==> src/rtl/fetch_prefetch_queue_if.sv <==
// Fetch front-end bus bundle: instruction-memory port plus the decode-side
// valid/ready handshake and the redirect inputs for the head instruction.
interface fetch_prefetch_queue_if;
  logic        IMemReq;
  logic [31:0] IMemAddr;
  logic [31:0] IMemData;
  logic [31:0] Instruction;
  logic [31:0] NextInstruct;
  logic        InstrValid;
  logic        InstrReady;
  logic        BranchTaken;
  logic [31:0] BranchOffset;
  logic        Jump;
  logic        JumpSel;
  logic [31:0] JumpRegister;

  modport master (
    output IMemReq, IMemAddr, Instruction, NextInstruct, InstrValid,
    input  IMemData, InstrReady, BranchTaken, BranchOffset, Jump, JumpSel, JumpRegister
  );

  modport slave (
    input  IMemReq, IMemAddr, Instruction, NextInstruct, InstrValid,
    output IMemData, InstrReady, BranchTaken, BranchOffset, Jump, JumpSel, JumpRegister
  );
endinterface

==> src/rtl/fetch_prefetch_queue.sv <==
// Pipelined instruction fetch: issues one-cycle-latency reads, buffers words
// with their link value, and flushes/refetches when the consumed head redirects.
module fetch_prefetch_queue #(
  parameter int unsigned DEPTH    = 2,
  parameter logic [31:0] RESET_PC = 32'h0000_0000
) (
  input logic                    Clk,
  input logic                    Reset,
  fetch_prefetch_queue_if.master bus
);

  localparam int unsigned AW = $clog2(DEPTH);

  typedef struct packed {
    logic [31:0] instr;
    logic [31:0] link;
  } entry_t;

  entry_t        mem [DEPTH];
  entry_t        head;
  logic [AW-1:0] rd_ptr, wr_ptr;
  logic [AW:0]   count;
  logic [AW+1:0] occupancy;
  logic [31:0]   fetch_pc;
  logic [31:0]   inflight_link;
  logic          inflight;
  logic          pop, push, redirect, issue;
  logic [31:0]   target;

  assign head             = mem[rd_ptr];
  assign bus.InstrValid   = (count != '0);
  assign bus.Instruction  = bus.InstrValid ? head.instr : '0;
  assign bus.NextInstruct = bus.InstrValid ? head.link  : '0;

  assign pop      = bus.InstrValid & bus.InstrReady;
  assign push     = inflight;
  assign redirect = pop & (bus.Jump | bus.BranchTaken);

  // Slots already promised (buffered + in flight) after this cycle's pop.
  assign occupancy = (AW+2)'(count) + (AW+2)'(inflight) - (AW+2)'(pop);
  assign issue     = !Reset && !redirect && (occupancy < (AW+2)'(DEPTH));

  assign bus.IMemReq  = issue;
  assign bus.IMemAddr = fetch_pc;

  always_comb begin
    target = head.link + (bus.BranchOffset << 2);
    if (bus.Jump) begin
      target = bus.JumpSel ? (bus.JumpRegister & ~32'd3)
                           : {head.link[31:28], head.instr[25:0], 2'b00};
    end
  end

  always_ff @(posedge Clk or posedge Reset) begin
    if (Reset) begin
      fetch_pc      <= RESET_PC;
      inflight      <= 1'b0;
      inflight_link <= '0;
      count         <= '0;
      rd_ptr        <= '0;
      wr_ptr        <= '0;
    end else begin
      inflight_link <= fetch_pc + 32'd4;
      inflight      <= issue;
      if (redirect) begin
        // Flushing with inflight cleared drops the response arriving now.
        fetch_pc <= target;
        count    <= '0;
        rd_ptr   <= '0;
        wr_ptr   <= '0;
      end else begin
        if (issue) fetch_pc <= fetch_pc + 32'd4;
        if (push)  wr_ptr   <= wr_ptr + AW'(1);
        if (pop)   rd_ptr   <= rd_ptr + AW'(1);
        count <= count + (AW+1)'(push) - (AW+1)'(pop);
      end
    end
  end

  // NOTE: storage is not reset; count gates every read, so stale contents are never visible.
  always_ff @(posedge Clk) begin
    if (push && !redirect) mem[wr_ptr] <= '{instr: bus.IMemData, link: inflight_link};
  end

  overflow_check: assert property (@(posedge Clk) disable iff (Reset)
    !(push && !pop && !redirect && count == (AW+1)'(DEPTH)));

endmodule

==> src/flat_wrapper.sv <==
// flat-port wrapper written by rule: the top's interface ports become plain ports
module fetch_prefetch_queue_flat 
#(
  parameter int unsigned DEPTH    = 2,
  parameter logic [31:0] RESET_PC = 32'h0000_0000
)
  (Clk, Reset, bus_IMemReq, bus_IMemAddr, bus_Instruction, bus_NextInstruct, bus_InstrValid, bus_IMemData, bus_InstrReady, bus_BranchTaken, bus_BranchOffset, bus_Jump, bus_JumpSel, bus_JumpRegister);
  fetch_prefetch_queue_if bus_i ();
  input logic Clk;
  input logic Reset;
  output wire logic [$bits(bus_i.IMemReq)-1:0] bus_IMemReq;
  output wire logic [$bits(bus_i.IMemAddr)-1:0] bus_IMemAddr;
  output wire logic [$bits(bus_i.Instruction)-1:0] bus_Instruction;
  output wire logic [$bits(bus_i.NextInstruct)-1:0] bus_NextInstruct;
  output wire logic [$bits(bus_i.InstrValid)-1:0] bus_InstrValid;
  input wire logic [$bits(bus_i.IMemData)-1:0] bus_IMemData;
  input wire logic [$bits(bus_i.InstrReady)-1:0] bus_InstrReady;
  input wire logic [$bits(bus_i.BranchTaken)-1:0] bus_BranchTaken;
  input wire logic [$bits(bus_i.BranchOffset)-1:0] bus_BranchOffset;
  input wire logic [$bits(bus_i.Jump)-1:0] bus_Jump;
  input wire logic [$bits(bus_i.JumpSel)-1:0] bus_JumpSel;
  input wire logic [$bits(bus_i.JumpRegister)-1:0] bus_JumpRegister;
  assign bus_IMemReq = bus_i.IMemReq;
  assign bus_IMemAddr = bus_i.IMemAddr;
  assign bus_Instruction = bus_i.Instruction;
  assign bus_NextInstruct = bus_i.NextInstruct;
  assign bus_InstrValid = bus_i.InstrValid;
  assign bus_i.IMemData = bus_IMemData;
  assign bus_i.InstrReady = bus_InstrReady;
  assign bus_i.BranchTaken = bus_BranchTaken;
  assign bus_i.BranchOffset = bus_BranchOffset;
  assign bus_i.Jump = bus_Jump;
  assign bus_i.JumpSel = bus_JumpSel;
  assign bus_i.JumpRegister = bus_JumpRegister;
  fetch_prefetch_queue #(.DEPTH(DEPTH), .RESET_PC(RESET_PC)) u_core (.Clk(Clk), .Reset(Reset), .bus(bus_i));
endmodule
==> config.mk <==
export PLATFORM = sky130hd
export DESIGN_NAME = fetch_prefetch_queue_flat
export DESIGN_NICKNAME = d
export VERILOG_FILES = /design/src/rtl/fetch_prefetch_queue_if.sv /design/src/rtl/fetch_prefetch_queue.sv /design/src/flat_wrapper.sv
export SDC_FILE = /design/constraint.sdc
export NUM_CORES = 1
export LEC_CHECK = 0
export CAP_MARGIN = 5
export CELL_PAD_IN_SITES_DETAIL_PLACEMENT = 0
export CELL_PAD_IN_SITES_GLOBAL_PLACEMENT = 1
export CORE_MARGIN = 10
export CORE_UTILIZATION = 46
export CTS_BUF_LIST = sky130_fd_sc_hd__clkbuf_2
export DETAILED_ROUTE_END_ITERATION = 8
export PLACE_DENSITY_LB_ADDON = 0.1
export SETUP_SLACK_MARGIN = 0.4
export SYNTH_ARGS = -nofsm -noshare
export SYNTH_HDL_FRONTEND = slang
export SYNTH_SLANG_ARGS = --single-unit
==> constraint.sdc <==
create_clock -name Clk -period 10.2 [get_ports Clk]
set_clock_uncertainty 0.1 [all_clocks]
set_input_delay 1.53 -clock Clk [delete_from_list [all_inputs] [get_ports Clk]]
set_output_delay 1.53 -clock Clk [all_outputs]
set_load 0.03 [all_outputs]
==> insert_results.sql <==
INSERT INTO impl_metrics (metric_group, metric, value, unit) VALUES
('run_status', 'run_status', 'completed', ''),
('clock_tree', 'holdBufCountCts', '0', ''),
('layout', 'finalNonFillerCells', '1380', ''),
('synth', 'post_synth_mux_area_share', '8.45', '%'),
('drt', 'drt_pre_antenna_iters', '5', ''),
('power', 'cellLeakagePower', '0.00475', 'uW'),
('grt', 'antenna_found_initial', '3', ''),
('worst_setup_path', 'worst_path_arrival', '4.89', 'ns'),
('place', 'port_buffers', '195', ''),
('power', 'pwr-share-seq', '33.8', '%'),
('place', 'placedCellCount', '1345', ''),
('floorplan', 'placement_rows', '54', ''),
('floorplan', 'fp.dieH', '170', 'um'),
('power', 'cell_internal_pwr', '2050', 'uW'),
('worst_setup_path', 'setup.worst_path.class', 'reg -> out', ''),
('floorplan', 'core_area', '22000', 'sq um'),
('layout', 'final_layout_size_suffix_gt1_share', '10.3', '%'),
('layout', 'mostFrequentLayoutCell', 'sky130_fd_sc_hd__clkdlybuf4s50_1', ''),
('grt', 'first_global_vias', '7745', ''),
('synth', 'synth.avg_cell_area', '11.5', 'sq um'),
('clock_tree', 'cts_tree', 'yes', ''),
('synth', 'net_count_of_the_mapped_netlist', '1038', ''),
('drt', 'dr_total_vias', '7578', ''),
('place', 'routability_congestion', '0.875', ''),
('timing', 'setup_viol', '0', ''),
('worst_setup_path', 'cp_delay_by_family_top', 'buffers and inverters', ''),
('timing', 'rsz0062_at_grt', 'false', ''),
('drt', 'drt_iter0_drc', '346', ''),
('floorplan', 'floorplan.die_area', '28900', 'sq um'),
('worst_setup_path', 'timing.critical_path.required', '8.57', 'ns'),
('timing', 'finalSetupTns', '0', 'ns'),
('layout', 'area_delta_synth_final', '24.4', '%'),
('layout', 'final_core_utilization', '58.6', '%'),
('clock_tree', 'buffers_inserted_by_post_cts_timing_repair', '0', ''),
('timing', 'report.final.slew_viol_count', '0', ''),
('power', 'peakVddDrop', '130', 'uV'),
('job', 'max_cap_viol_count', '0', ''),
('synth', 'synth_cells', '902', ''),
('worst_setup_path', 'timing.critical_path.fanout_max', '40', ''),
('timing', 'slew_hr', '37.6', '%'),
('place', 'post-dp-hpwl', '21.6', 'mm'),
('grt', 'grt_max_degree', '50', ''),
('clock_tree', 'clock_tree.buffer_depth', '2', ''),
('timing', 'period_utilisation_layout', '63.9', '%'),
('synth', 'flops_latches_synth', '197', ''),
('power', 'power_density', '291', 'nW/um^2'),
('clock_tree', 'clock_tree.root_cell', 'sky130_fd_sc_hd__clkbuf_2', ''),
('power', 'power.switching_fraction', '45.4', '%'),
('floorplan', 'die_width', '170', 'um'),
('timing', 'tightest_pin_transition', '0.935', 'ns'),
('drt', 'wl_per_cell', '21.2', 'um'),
('synth', 'synth-compound-area-share', '11.2', '%'),
('grt', 'grtUsageTotal', '20.3', '%'),
('clock_tree', 'clock_latency', '0.83', 'ns'),
('drt', 'route.final.wire_length', '29.3', 'mm'),
('floorplan', 'initial_utilization', '47.1', '%'),
('clock_tree', 'cts_num_sinks', '197', ''),
('layout', 'layout.cells.most_common_list', 'sky130_fd_sc_hd__clkdlybuf4s50_1 (195), sky130_fd_sc_hd__edfxtp_1 (128), sky130_fd_sc_hd__nor2_1 (77)', ''),
('worst_setup_path', 'setup.worst_path.end_class', 'primary output', ''),
('drt', 'drcViolationCount', '0', ''),
('synth', 'yosys.area_share.xor_xnor', '6.86', '%'),
('worst_setup_path', 'critPathSlowestCell', 'sky130_fd_sc_hd__clkdlybuf4s50_1', ''),
('drt', 'avgViaCountPerCell', '5.49', ''),
('clock_tree', 'clock_buffers_created_by_tritoncts', '17', ''),
('synth', 'ys.flop_type', 'sky130_fd_sc_hd__edfxtp_1', ''),
('synth', 'synth_edf_count', '128', ''),
('grt', 'grt-ovfl-total', '0', ''),
('worst_setup_path', 'cp-start-kind', 'register', ''),
('power', 'power_switching', '1700', 'uW'),
('synth', 'ys.warnings.count', '0', ''),
('worst_setup_path', 'slowest_delay', '0.75', 'ns');
==> final timing paths <==
kind | from | end | slack, ns | cells after the start
max in group asynchronous | Reset | u_core.rd_ptr | 7.96 | 3
setup / recovery | u_core.count[1] | bus_IMemReq | 3.68 | 15
hold / removal | u_core.bus.IMemAddr[1] | u_core.inflight_link[1] | 0.36 | 0
hold reg to reg | u_core.bus.IMemAddr[1] | u_core.inflight_link[1] | 0.36 | 0
setup reg to reg | u_core.rd_ptr | u_core.bus.IMemAddr[30] | 5.43 | 12
min in group asynchronous | Reset | u_core.bus.IMemAddr[2] | 0.90 | 2
==> through the flow <==
step / area (sq um) / power, uW / worst slack [ns] / hold slack, ns
global placement: 12600 / 3320 / 3.89 / 0.284
finish: 12900 / 3750 / 3.68 / 0.359
floorplan: 10300 / 2550 / 4.34 / 0.320
detailed placement: 12600 / 3330 / 3.89 / 0.298
CTS: 12900 / 3770 / 3.58 / 0.361
global route: 12900 / 3990 / 3.23 / 0.377
==> sequential cells by signal, indices dropped and copies added (netlist names) <==
register,count
u_core.count,2
u_core.inflight_link,32
u_core.wr_ptr,1
u_core.rd_ptr,1
u_core.mem,128
u_core.bus.IMemAddr,32
u_core.inflight,1
==> power groups by stage <==
stage          Clock, uW  Sequential [uW]  Combinational, uW
3_5_place_dp           0             1290               2040
4_1_cts              448             1270               2060
6_report             441             1270               2040
3_3_place_gp           0             1280               2040
5_1_grt              484             1300               2200
2_1_floorplan          0             1340               1200
==> final cells by class <==
| cell class | count | area, sq um |
|---|---|---|
| Multi-Input combinational cell | 647 | 4550 |
| Antenna cell | 3 | 7.51 |
| Clock inverter | 15 | 211 |
| Tap cell | 280 | 350 |
| Fill cell | 1875 | 9090 |
| Inverter | 15 | 56.3 |
| Timing Repair Buffer | 206 | 2030 |
| Sequential cell | 197 | 5570 |
| Clock buffer | 17 | 85.1 |
==> kinds of logic after synthesis <==
logic type      Yosys count
simple gates            274
flops                   197
compound gates          176
mux                      82
xor+xnor                 81
buf+inv                  58
fa+ha+maj                34
==> layer usage <==
layer	part of all wire (%)	track usage, %	up-vias
li1	-	-	3644
met1	45	27.2	3654
met2	45	31.0	260
met3	8.9	7.03	20
met4	1.2	4.58	0
met5	0	0	-
==> synthesized netlist by cell type (10+ instances only) <==
cell / number / area, sq um
sky130_fd_sc_hd__a21o_1: 10 / 75.1
sky130_fd_sc_hd__a21oi_1: 50 / 250
sky130_fd_sc_hd__and2_1: 41 / 257
sky130_fd_sc_hd__clkbuf_1: 29 / 109
sky130_fd_sc_hd__dfrtp_1: 69 / 1730
sky130_fd_sc_hd__edfxtp_1: 128 / 3840
sky130_fd_sc_hd__ha_1: 32 / 400
sky130_fd_sc_hd__inv_1: 14 / 52.6
sky130_fd_sc_hd__mux2_2: 43 / 484
sky130_fd_sc_hd__mux2i_1: 39 / 390
sky130_fd_sc_hd__nand2_1: 72 / 270
sky130_fd_sc_hd__nand3_1: 20 / 100
sky130_fd_sc_hd__nor2_1: 80 / 300
sky130_fd_sc_hd__o211ai_1: 15 / 113
sky130_fd_sc_hd__o21ai_0: 34 / 170
sky130_fd_sc_hd__xnor2_1: 45 / 394
sky130_fd_sc_hd__xor2_1: 36 / 315
Note: power is estimated with default switching activity, not from simulation.
